<file path="src/rtl/multicycle_control.sv">
// Multicycle MIPS-style control unit: a single FSM that sequences fetch, decode,
// execute, memory and write-back, stretching memory states until mem_ready.
module multicycle_control #(
  parameter logic [5:0] OPC_LW    = 6'b100011,
  parameter logic [5:0] OPC_SW    = 6'b101011,
  parameter logic [5:0] OPC_BEQ   = 6'b000100,
  parameter logic [5:0] OPC_ORI   = 6'b001101,
  parameter logic [5:0] OPC_JRSAL = 6'b010001,
  parameter logic [5:0] OPC_BALN  = 6'b011001
) (
  input  logic       clk,
  input  logic       reset,
  input  logic [5:0] in,
  input  logic       zero,
  input  logic       statusn,
  input  logic       mem_ready,
  output logic       pcwrite,
  output logic       pcwritecond,
  output logic       iord,
  output logic       memread,
  output logic       memwrite,
  output logic       irwrite,
  output logic [1:0] memtoreg,
  output logic [1:0] regdest,
  output logic       regwrite,
  output logic       alusrca,
  output logic [1:0] alusrcb,
  output logic [1:0] aluop,
  output logic [1:0] pcsource,
  output logic       illegal,
  output logic [3:0] state
);

  typedef enum logic [3:0] {
    S_FETCH  = 4'd0,
    S_DECODE = 4'd1,
    S_MEMADR = 4'd2,
    S_MEMRD  = 4'd3,
    S_MEMWB  = 4'd4,
    S_MEMWR  = 4'd5,
    S_RTEX   = 4'd6,
    S_RTWB   = 4'd7,
    S_BEQ    = 4'd8,
    S_ORIEX  = 4'd9,
    S_ORIWB  = 4'd10,
    S_JRSAL  = 4'd11,
    S_BALN   = 4'd12
  } state_t;

  state_t st, nxt;

  // Architectural write strobes before reset qualification.
  logic pcwrite_c, pcwritecond_c, memwrite_c, regwrite_c;

  always_ff @(posedge clk) begin
    if (reset) st <= S_FETCH;
    else       st <= nxt;
  end

  always_comb begin
    nxt           = S_FETCH;
    pcwrite_c     = 1'b0;
    pcwritecond_c = 1'b0;
    memwrite_c    = 1'b0;
    regwrite_c    = 1'b0;
    iord          = 1'b0;
    memread       = 1'b0;
    irwrite       = 1'b0;
    memtoreg      = 2'b00;
    regdest       = 2'b00;
    alusrca       = 1'b0;
    alusrcb       = 2'b00;
    aluop         = 2'b00;
    pcsource      = 2'b00;
    illegal       = 1'b0;
    case (st)
      S_FETCH: begin
        memread = 1'b1;
        alusrcb = 2'b01;
        if (mem_ready) begin
          irwrite   = 1'b1;
          pcwrite_c = 1'b1;
          nxt       = S_DECODE;
        end else begin
          nxt = S_FETCH;
        end
      end
      S_DECODE: begin
        // Branch target PC+4+(imm<<2) is precomputed here into ALUOut.
        alusrcb = 2'b11;
        if (in == 6'b000000)                  nxt = S_RTEX;
        else if (in == OPC_LW || in == OPC_SW) nxt = S_MEMADR;
        else if (in == OPC_BEQ)               nxt = S_BEQ;
        else if (in == OPC_ORI)               nxt = S_ORIEX;
        else if (in == OPC_JRSAL)             nxt = S_JRSAL;
        else if (in == OPC_BALN)              nxt = S_BALN;
        else begin
          illegal = 1'b1;
          nxt     = S_FETCH;
        end
      end
      S_MEMADR: begin
        alusrca = 1'b1;
        alusrcb = 2'b10;
        nxt     = (in == OPC_SW) ? S_MEMWR : S_MEMRD;
      end
      S_MEMRD: begin
        memread = 1'b1;
        iord    = 1'b1;
        nxt     = mem_ready ? S_MEMWB : S_MEMRD;
      end
      S_MEMWB: begin
        regwrite_c = 1'b1;
        memtoreg   = 2'b01;
      end
      S_MEMWR: begin
        memwrite_c = 1'b1;
        iord       = 1'b1;
        nxt        = mem_ready ? S_FETCH : S_MEMWR;
      end
      S_RTEX: begin
        alusrca = 1'b1;
        aluop   = 2'b10;
        nxt     = S_RTWB;
      end
      S_RTWB: begin
        regwrite_c = 1'b1;
        regdest    = 2'b01;
      end
      S_BEQ: begin
        alusrca       = 1'b1;
        aluop         = 2'b01;
        pcsource      = 2'b01;
        pcwritecond_c = 1'b1;
      end
      S_ORIEX: begin
        alusrca = 1'b1;
        alusrcb = 2'b10;
        aluop   = 2'b11;
        nxt     = S_ORIWB;
      end
      S_ORIWB: begin
        regwrite_c = 1'b1;
      end
      S_JRSAL: begin
        // PC already holds PC+4 from FETCH, so it is the link value.
        pcwrite_c  = 1'b1;
        pcsource   = 2'b10;
        regwrite_c = 1'b1;
        memtoreg   = 2'b10;
        regdest    = 2'b10;
      end
      S_BALN: begin
        pcsource      = 2'b01;
        pcwritecond_c = 1'b1;
        if (statusn) begin
          regwrite_c = 1'b1;
          memtoreg   = 2'b10;
          regdest    = 2'b10;
        end
      end
      default: nxt = S_FETCH;
    endcase
  end

  // No architectural state may change in a cycle that is being reset.
  assign pcwrite     = pcwrite_c     & ~reset;
  assign pcwritecond = pcwritecond_c & ~reset;
  assign memwrite    = memwrite_c    & ~reset;
  assign regwrite    = regwrite_c    & ~reset;
  assign state       = st;

endmodule

</file>
<file path="config.mk">
export PLATFORM = sky130hd
export DESIGN_NAME = multicycle_control
export DESIGN_NICKNAME = d
export VERILOG_FILES = /design/src/rtl/multicycle_control.sv
export SDC_FILE = /design/constraint.sdc
export NUM_CORES = 1
export LEC_CHECK = 0
export BUFFER_PORTS_ARGS = -buffer_cell sky130_fd_sc_hd__buf_2
export CAP_MARGIN = 25
export CORE_AREA = 2 2 39 41
export CTS_BUF_LIST = sky130_fd_sc_hd__clkbuf_8
export DETAILED_ROUTE_END_ITERATION = 10
export DIE_AREA = 0 0 41 43
export PLACE_DENSITY = 0.95
export SLEW_MARGIN = 30
export SYNTH_ARGS = -nofsm -noshare
export SYNTH_HDL_FRONTEND = slang
export SYNTH_SLANG_ARGS = --single-unit
</file>
<file path="constraint.sdc">
create_clock -name clk -period 2.5 [get_ports clk]
set_clock_uncertainty 0.05 [all_clocks]
set_input_delay 0.5 -clock clk [delete_from_list [all_inputs] [get_ports clk]]
set_output_delay 0.5 -clock clk [all_outputs]
set_load 0.02 [all_outputs]
</file>
=== After elaboration in Yosys (flattened, before gate mapping) ===
Cells that the tools add are included.

* Bits in registers: 4
* Output and inout port bits: 23

* Bitwise gates (word level): 5
* Multiplexer cells: 34
* Reductions and logical operators: 9
* Equality and inequality tests: 18

{| class="wikitable"
|+ Operators by type and width
! operator !! number
|-
| 4-bit one-hot mux with 7 select lines || 1
|-
| 4-bit two-way mux || 6
|-
| 2-bit one-hot mux with 3 select lines || 4
|-
| 4-bit equality test (second input constant) || 5
|-
| 4-bit by 3-bit equality test with 1-bit output (second input constant) || 4
|-
| 1-bit two-way mux || 16
|-
| 6-bit by 5-bit equality test with 1-bit output (second input constant) || 2
|-
| 6-bit equality test (second input constant) || 2
|-
| 3-bit two-way mux || 3
|-
| 4-bit by 2-bit equality test with 1-bit output (second input constant) || 2
|-
| 2-bit OR reduction || 4
|-
| 4-bit OR reduction || 2
|-
| 6-bit by 3-bit equality test with 1-bit output (second input constant) || 1
|-
| 6-bit by 4-bit equality test with 1-bit output (second input constant) || 1
|-
| 6-bit zero test || 1
|-
| 1-bit AND || 4
|-
| 4-bit by 1-bit equality test with 1-bit output (second input constant) || 1
|-
| 4-bit zero test || 1
|-
| 1-bit one-hot mux with 2 select lines || 2
|-
| 2-bit one-hot mux with 2 select lines || 1
|-
| 2-bit two-way mux || 1
|-
| 1-bit logical OR || 1
|-
| 1-bit inverter || 1
|}

=== Depth between registers and ports, before layout ===
* Depth in word-level cells: 8
* Mapped depth: 6

=== Least setup slack after synthesis ===
No wires, ideal clock.

* Path kind: reg2out
* Start point: register st[2], in the netlist state[2]
* End point: output port memtoreg[0]
* Slack: 296 ps
* Required time: 1950 ps
* Arrival: 1654 ps
* Stages on the path, launching flop included: 5
* Cell sequence: dfxtp_1 -> clkbuf_1 -> clkbuf_1 -> nand2_1 -> nor3_1

* Word-level cells in the longest chain between the ends: 2

{| class="wikitable"
|+ Ends and longest elaborated chain
! item !! line !! text
|-
| start, declared || 50 || <nowiki>state_t st, nxt;</nowiki>
|-
| start signal, assigned || 57 || <nowiki>else st <= nxt;</nowiki>
|-
| 4-bit equality test / 4-bit by 3-bit equality test with 1-bit output (equally long branches) || 76 || <nowiki>case (st)</nowiki>
|-
| 2-bit one-hot mux with 3 select lines * || 76 ||
|-
| end, declared || 23 || <nowiki>output logic [1:0] memtoreg,</nowiki>
|}

Every way passes the cells marked *; elsewhere a longest branch is shown, timed or not.

=== Final worst setup path ===
* Start point: register st[3], in the netlist state[3]
* End point: output port regdest[1]

* Word-level cells in the longest chain between the ends: 2

{| class="wikitable"
|+ Ends and longest elaborated chain
! item !! line !! text
|-
| 4-bit equality test / 4-bit by 3-bit equality test with 1-bit output (equally long branches) || 76 ||
|-
| 2-bit one-hot mux with 3 select lines * || 76 ||
|-
| end, declared || 24 || <nowiki>output logic [1:0] regdest,</nowiki>
|}

Marked as above.

==> run summary <==
Sw Share = 29.29%
post-synth cell types = 37
antenna violations before repair = 0
Cells after Synth = 90
startpoint types = flip-flop
Post-synth EDFFs = 0
Synth async-reset ratio = 0%
RSZ-0062 raised after global routing = no
largest net degree at the start of global routing = 22
Leak = 0.3771 nW
RR Startpoint = state[1]
Placer Congestion = 0.8577
max reg flops = 4
power density over the cells = 340.3 nW/um^2
post-layout min period = 2235 ps
First DRT Iteration DRCs = 23
Area Growth Syn to Fin = 33.94%
Core ar. = 1384 sq um
crit-path max FO = 14
Min-Delay Path Depth = 3
status = finished, final reports clean
DR vias = 810
PostCTS Resize Cnt = 0
drt first pass iters = 4
io pins = 34
placed cells = 133
Yosys top cell area share = 13.01%
top_reg_cell synth = dfxtp_1
largest area contributor in the netlist = dfxtp_1
Net Count, Synth = 101
hold endpoint = state[0]
die area = 1763 sq um
switching pwr = 0.00008217 W
sequential area share after synthesis = 13.01%
vias in the first global route = 639
# DRC = 0
setup total negative slack = 0 ps
Finished Layout Cells = 136
Hold Crit Class = in -> reg
Mean Syn Cell Area = 6.840 sq um
Max transition margin = 61.36%
# port buffers = 32
final wirelength = 1702 um
commonest non-fill, non-tap cell in the layout = buf_2
post-route ant nets = 0
Crit Path Class = reg -> out
Diodes inserted = 0
post-synthesis register bit count = 4
Setup Buffers After CTS = 0
CP arrival = 1690 ps
vias per cell = 5.956
die width = 41 um
DR WL/cell = 12.51 um
final hold vios = 0
Total GRT Usage = 20.46%
Hold Startpoint = in[0]
TritonCTS Buffers = 3
Clk Latency, worst-skew pair = 210 ps
Overflow after GRT = 0
Mapped Area = 615.6 sq um
site row count = 14
CP Capture Type = primary output
Final nets = 133
Max-Cap Viols = 0
die height = 43 um
Area contributors post-synth = dfxtp_1 (13%), nor3_1 (6.5%), a21oi_1 (5.7%), nand2_1 (5.5%), nand2b_1 (5.1%)
Worst-path clk slew = 30 ps
Pint = 0.0001984 W
fin crit share = 89.41%
Final Max Tran Viols = 0
Worst-Margin Slew = 578.8 ps
CTS Hold Buffers Added = 0
final setup margin = 264.9 ps
first-pass GRT wire length = 2601 um
DP Worst Slack = 481.5 ps
Worst R2R Path Depth = 4
Clock Path Buffers = 2
peak supply drop = 0.0003026 V
share of power burned in registers = 24.2%
TritonCTS Sinks = 4
Comb power frac = 28.5%
clock network power share = 47.3%
commonest cells after routing, fill and taps aside = buf_2 (32), nand2_1 (9), nor2_1 (8), nor3_1 (8), a21oi_1 (7)
TritonCTS clock tree = built
final setup violation count = 0
upper clock frequency limit = 447.4 MHz
CTS root buffer = clkbuf_8
fraction of final layout cells sized beyond drive strength 1 = 36.67%
reg-to-reg critical path endpoint = state[1]
H-tree levels = 1
Critical Path RT = 1950 ps
Reg2Reg Setup Slack = 810 ps
Yosys warnings = 0
Initial Util = 44.48%
placed wire-length estimate = 1294 um
## logic make-up after synthesis
group	after synthesis	synth area share [%]
xor gates and xnor gates	2	2.846
muxes	1	1.829
AOI/OAI and AO/OA	26	31.91
and+or+nand+nor	48	44.72
buffers and inverters	9	5.689
DFF	4	13.01
## worst max-delay path, cell delays in order (launching register included)
cell and delay, ps:
dfxtp_1 610, inv_2 180, nor3_1 330, a31o_1 190, buf_2 160
## cells in the mapped netlist (all sizes together), types with 2 or more instances
cell / instances
nand2: 9
nor3: 9
nor2: 8
a21oi: 7
clkbuf: 5
nand2b: 5
dfxtp: 4
nand3: 4
nand3b: 4
o21ai: 4
or4b: 3
a31o: 2
a31oi: 2
buf: 2
inv: 2
o21a: 2
o22ai: 2
xor2: 2
## worst max path at each step
stage	from	endpoint
4_1_cts	state[3]	regdest[1]
6_report	state[3]	regdest[1]
3_3_place_gp	state[1]	illegal
2_1_floorplan	state[2]	memtoreg[0]
5_1_grt	state[1]	pcwrite
3_5_place_dp	in[2]	illegal
## metal layers
layer  part of all wire (%)  routed length [um]  track usage [%]  up-vias
met5                      0                   0                0        -
met4                      0                   0            6.000        0
met3                    6.5                 110            3.141        0
met2                     50                 859            32.50       43
met1                     43                 732            27.24      369
li1                       -                   -                -      398
## power groups by stage
stage / sequential, W / combinational (W) / clock, W
finish: 0.0000679 / 0.0000800 / 0.000133
global route: 0.0000682 / 0.0000871 / 0.000139
CTS: 0.0000679 / 0.0000796 / 0.000136
detailed placement: 0.0000687 / 0.0000795 / 0
global placement: 0.0000686 / 0.0000770 / 0
floorplan: 0.0000698 / 0.0000481 / 0
## final cells by class
cell class              instances  area, sq um
multi-input cells              77        500.5
clock buffers                   3        41.29
repair buffers                 34        175.2
well taps                      16        20.02
flip-flops and latches          4        80.08
fillers                       130        559.3
inverters                       2        7.507
## per-stage QoR
stage	area, sq um	total power, W	utilization [%]	hold slack (ps)
2_1_floorplan	615.6	0.0001180	-	601.9
3_3_place_gp	783.3	0.0001456	56.60	654.7
3_5_place_dp	783.3	0.0001483	56.60	655.6
4_1_cts	824.5	0.0002831	59.58	563.7
5_1_grt	824.5	0.0002948	59.58	583.6
6_report	824.5	0.0002806	59.58	566.9
No activity file was read; power rests on OpenSTA's default activity.
